## src/rtl/alu_ctl_stage.sv

```systemverilog
// alu_ctl_stage
// Issue-side partner of the combinational ALU. Decodes aluop/funct/opcode
// into the ALU's 4-bit ctl code, selects the a/b operands and presents them
// from a single registered valid/ready pipeline stage (1-cycle latency,
// full throughput on back-to-back accepts). Undecodable ops are passed
// downstream with ctl=4'b1111 and illegal=1 so the core can trap them.
//
// Optional build macro: ALU_CTL_STATS_EN
//   defined   -> illegal_count counts accepted, non-flushed illegal ops
//                (saturating at 16'hFFFF, cleared only by reset)
//   undefined -> illegal_count is tied to zero and no counter is built
//
// Ports:
//   clk, reset         rising-edge clock, synchronous active-high reset
//   in_valid/in_ready  upstream handshake (in_ready = ~out_valid | out_ready)
//   aluop, funct,      decode inputs
//   opcode, alusrc
//   rs_data, rt_data,  operand sources
//   imm
//   flush              kills the stage contents and any same-cycle input
//   out_valid/out_ready downstream handshake to the EX stage
//   ctl, a, b, illegal registered ALU control/operands and decode fault
//   illegal_count      illegal-op statistics counter (see macro above)

module alu_ctl_stage #(
  parameter int DATA_W = 32,
  parameter int IMM_W  = 16
) (
  input  logic              clk,
  input  logic              reset,
  input  logic              in_valid,
  output logic              in_ready,
  input  logic [1:0]        aluop,
  input  logic [5:0]        funct,
  input  logic [5:0]        opcode,
  input  logic              alusrc,
  input  logic [DATA_W-1:0] rs_data,
  input  logic [DATA_W-1:0] rt_data,
  input  logic [IMM_W-1:0]  imm,
  input  logic              flush,
  input  logic              out_ready,
  output logic              out_valid,
  output logic [3:0]        ctl,
  output logic [DATA_W-1:0] a,
  output logic [DATA_W-1:0] b,
  output logic              illegal,
  output logic [15:0]       illegal_count
);

  logic              accept;
  logic [3:0]        dec_ctl;
  logic              dec_illegal;
  logic              dec_zext;
  logic [DATA_W-1:0] ext_imm;
  logic [DATA_W-1:0] b_next;

  assign in_ready = ~out_valid | out_ready;
  assign accept   = in_valid & in_ready;

  // Decode aluop/funct/opcode into the ALU control code. Only the logical
  // I-type ops (andi/ori/xori) zero-extend their immediate; everything else,
  // including R-type with alusrc=1, sign-extends.
  always_comb begin
    dec_ctl     = 4'b1111;
    dec_illegal = 1'b0;
    dec_zext    = 1'b0;
    unique case (aluop)
      2'b00: dec_ctl = 4'b0010;
      2'b01: dec_ctl = 4'b0110;
      2'b10: begin
        case (funct)
          6'b100000, 6'b100001: dec_ctl = 4'b0010;
          6'b100010, 6'b100011: dec_ctl = 4'b0110;
          6'b100100:            dec_ctl = 4'b0000;
          6'b100101:            dec_ctl = 4'b0001;
          6'b100110:            dec_ctl = 4'b1101;
          6'b100111:            dec_ctl = 4'b1100;
          6'b101010:            dec_ctl = 4'b0111;
          default:              dec_illegal = 1'b1;
        endcase
      end
      default: begin
        case (opcode)
          6'b001000, 6'b001001: dec_ctl = 4'b0010;
          6'b001010:            dec_ctl = 4'b0111;
          6'b001100: begin dec_ctl = 4'b0000; dec_zext = 1'b1; end
          6'b001101: begin dec_ctl = 4'b0001; dec_zext = 1'b1; end
          6'b001110: begin dec_ctl = 4'b1101; dec_zext = 1'b1; end
          default:              dec_illegal = 1'b1;
        endcase
      end
    endcase
    if (dec_illegal) dec_ctl = 4'b1111;
  end

  assign ext_imm = dec_zext ? {{(DATA_W-IMM_W){1'b0}}, imm}
                            : {{(DATA_W-IMM_W){imm[IMM_W-1]}}, imm};
  assign b_next  = alusrc ? ext_imm : rt_data;

  // Pipeline register. Flush outranks a load; a retire without a new load
  // only drops valid so ctl/a/b stay on their last values.
  always_ff @(posedge clk) begin
    if (reset) begin
      out_valid <= 1'b0;
      ctl       <= 4'b0000;
      a         <= '0;
      b         <= '0;
      illegal   <= 1'b0;
    end else if (flush) begin
      out_valid <= 1'b0;
      illegal   <= 1'b0;
    end else if (accept) begin
      out_valid <= 1'b1;
      ctl       <= dec_ctl;
      a         <= rs_data;
      b         <= b_next;
      illegal   <= dec_illegal;
    end else if (out_ready) begin
      out_valid <= 1'b0;
    end
  end

`ifdef ALU_CTL_STATS_EN
  logic [15:0] illegal_cnt;

  // Saturating count of illegal ops that actually made it into the stage.
  always_ff @(posedge clk) begin
    if (reset) begin
      illegal_cnt <= 16'h0000;
    end else if (accept && dec_illegal && !flush && illegal_cnt != 16'hFFFF) begin
      illegal_cnt <= illegal_cnt + 16'h0001;
    end
  end

  assign illegal_count = illegal_cnt;
`else
  assign illegal_count = 16'h0000;
`endif

endmodule

```

## config.mk

```make
export PLATFORM = sky130hd
export DESIGN_NAME = alu_ctl_stage
export DESIGN_NICKNAME = d
export VERILOG_FILES = /design/src/rtl/alu_ctl_stage.sv
export SDC_FILE = /design/constraint.sdc
export NUM_CORES = 1
export LEC_CHECK = 0
export ABC_AREA = 1
export CAP_MARGIN = 20
export CORE_MARGIN = 2
export CORE_UTILIZATION = 37
export CTS_CLUSTER_DIAMETER = 60
export CTS_CLUSTER_SIZE = 24
export DETAILED_ROUTE_END_ITERATION = 10
export PLACE_DENSITY = 0.8
export SETUP_SLACK_MARGIN = 0.5
export SYNTH_ARGS = -nofsm -noshare
export SYNTH_HDL_FRONTEND = slang
export SYNTH_SLANG_ARGS = --single-unit
export TNS_END_PERCENT = 20
```

## constraint.sdc

```tcl
create_clock -name clk -period 1.3 [get_ports clk]
set_input_delay 0.26 -clock clk [delete_from_list [all_inputs] [get_ports clk]]
set_output_delay 0.26 -clock clk [all_outputs]
set_load 0.01 [all_outputs]
```

==> impl_metrics.ini <==
[synthesis]
avgSynthCellArea_sq_um = 7.52
ys_seq_elements = 70
async_reset_ff_frac = 0
synth_area_leaders = dfxtp_1, o21ai_0, nor2_1
yosys_warnings = 0
synth_area_sq_um = 3040
yosysMostFrequentCell = nor2_1
synth-seq-area-share = 0.461
synth_ff_type = dfxtp_1
synth_commonest_cells = nor2_1, dfxtp_1, o21ai_0
yosysTopAreaCell = dfxtp_1
synth-edff-count = 0
netlist.area_leader.share = 0.461
netlist-cell-type-count = 26
synth_cells = 404

[clocking]
numCtsBuffers = 9
cts_root_buf = clkbuf_8
cts_tree = done
cts.path.max_buffers = 2
hold_buffers = 0
h-tree-depth = 3
clock-sinks = 70
clk_pin_slew_worst_paths_ps = 80
clkLatencyLatePin_ps = 350

[sta]
drv_slew = 0
fin_skew_ps = 5.52
finalCriticalPeriod_ps = 1320
rsz0062_at_grt = true
setup_slack_ps = -21.6
tns_ps = -88.5
hold-worst-slack_ps = 337
fmax_mhz = 757
final_hold_viol_count = 0
layout_worst_path_cycle_share = 1.02
setup_violations = 8

[routing]
wl_per_cell_um = 16.0
post-route-drc-count = 0
postRouteAntennaNets = 0
totalWireLength_um = 11400
vias_per_cell = 5.00
vias = 3572
drt_iter0_markers = 153
first_pass_iters = 4

[global_route]
antenna_found_initial = 0
grt_pass1_vias = 3178
grt_overflow = 0
grt_pass1_wl_um = 14300
grt_max_degree = 45
grt_usage = 0.202

[worst_hold_path]
hp-class = input pin to flip-flop

[setup_path]
crit_path_end_kind = flip-flop
crit_arrival_ps = 1560
cp.required_ps = 1540
worstSetupPathType = flip-flop to flip-flop
crit_path_max_fanout = 7
worstSetupStartpointType = flip-flop

[floorplan]
die_x_um = 94.6
die_h_um = 94.6
initial_core_util = 0.375
die_area_sq_um = 8950
core_area_sq_um = 8090
io_pins = 187
rows = 33

[placed_design]
dp_hpwl_um = 6880
numPortBuffers = 170
pre_cts_ws_ps = -354
place.gp.congestion = 0.815
dp_cells = 678

[finish]
insertedDiodeCount = 0
drive_above_1_share = 0.426
syn2layout_area_growth_pct = 94.4
nets = 705
stdcell_count = 715
fill_cells = 605

[power_and_ir_drop]
p_leak_uw = 0.00263
p_per_area_nw_per_um2 = 991
p_int_uw = 4230
peakVddDrop_mv = 0.704
power_frac_seq = 0.413
combPwrFrac = 0.250
finalPower_uw = 5850
clkPwrFrac = 0.337
p_switching_uw = 1620
switching_share = 0.277

[outcome]
status = finished, violations left
failed_checks = setup timing

[job]
max_cap_violations = 0
[cells by family (layout without fill, tap and decap cells)]
| group | after synthesis | after routing | share of synthesized area |
|---|---|---|---|
| compound gates | 125 | 125 | 0.218 |
| xor+xnor | 1 | 1 | 0.00288 |
| buf+inv | 63 | 254 | 0.118 |
| flops | 70 | 70 | 0.461 |
| other cells | 1 | 16 | 0.00123 |
| simple gates | 144 | 144 | 0.199 |
[layout make-up]
class / count / area, sq um / share of cell area
multi-input combinational: 286 / 1600 / 0.270
clock buffer: 9 / 124 / 0.0210
sequential: 70 / 1470 / 0.249
timing repair buffer: 218 / 2400 / 0.407
inverter: 20 / 87.6 / 0.0148
clock inverter: 7 / 97.6 / 0.0165
tap: 105 / 131 / 0.0222
[sequential cells by signal, summed over array words and instances, names as in the netlist]
name and count:
out_valid 1, a 32, b 32, ctl 4, illegal 1
[power by group through the flow]
stage / Clock [uW] / Combinational [uW] / Sequential (uW)
after global placement: 0 / 1160 / 2410
final: 1970 / 1460 / 2420
after detailed placement: 0 / 1190 / 2410
after global routing: 2100 / 1560 / 2430
after CTS: 1990 / 1140 / 2380
after floorplan: 0 / 410 / 2480
[worst max-delay path: stages, from the launching register on]
cell       delay (ps)
dfxtp_2           340
nand2_4            70
nand2_4            60
nor2_8            140
buf_12            170
inv_12             60
clkbuf_16         160
a21oi_2           130
a21oi_1            80
[metrics by stage]
stage               utilization  instance area, sq um
floorplan                     -                  3100
global placement          0.608                  4920
detailed placement        0.608                  4920
CTS                       0.636                  5140
global route              0.730                  5910
finish                    0.730                  5910
[worst paths after layout]
path / slack [ps] / endpoint / start / depth (start not counted)
setup / recovery: -20 / b[17]$_SDFFE_PP0P_ / out_valid$_SDFFE_PP0P_ / 8
hold / removal: 340 / b[9]$_SDFFE_PP0P_ / alusrc / 3
hold reg to reg: 500 / ctl[1]$_SDFFE_PP0P_ / ctl[1]$_SDFFE_PP0P_ / 2
setup reg to reg: -20 / b[17]$_SDFFE_PP0P_ / out_valid$_SDFFE_PP0P_ / 8
[per-layer routing]
metal,up-vias,part of all wire,GRT usage
li1,1711,-,-
met1,1662,0.40,0.232
met2,177,0.50,0.350
met3,22,0.082,0.0702
met4,0,0.016,0.0676
met5,-,0,0
[timing repair]
| action | in CTS | in global routing |
|---|---|---|
| pin swaps | 0 | 25 |
| gates resized for setup | 208 | 298 |
| gates cloned | 0 | 13 |
| setup buffers | 0 | 8 |
| setup endpoints to repair | 141 | 141 |
[cell usage in the layout (no fill, tap or decap), types with 21 or more instances in the layout]
cell             instances
buf_4                   24
nand2_1                 44
o21ai_1                 21
nor2_2                  21
o21ai_0                 41
clkdlybuf4s50_1         90
dfxtp_2                 53
buf_6                   59
nor2_1                  51
Power figures use the tool's default switching activity.
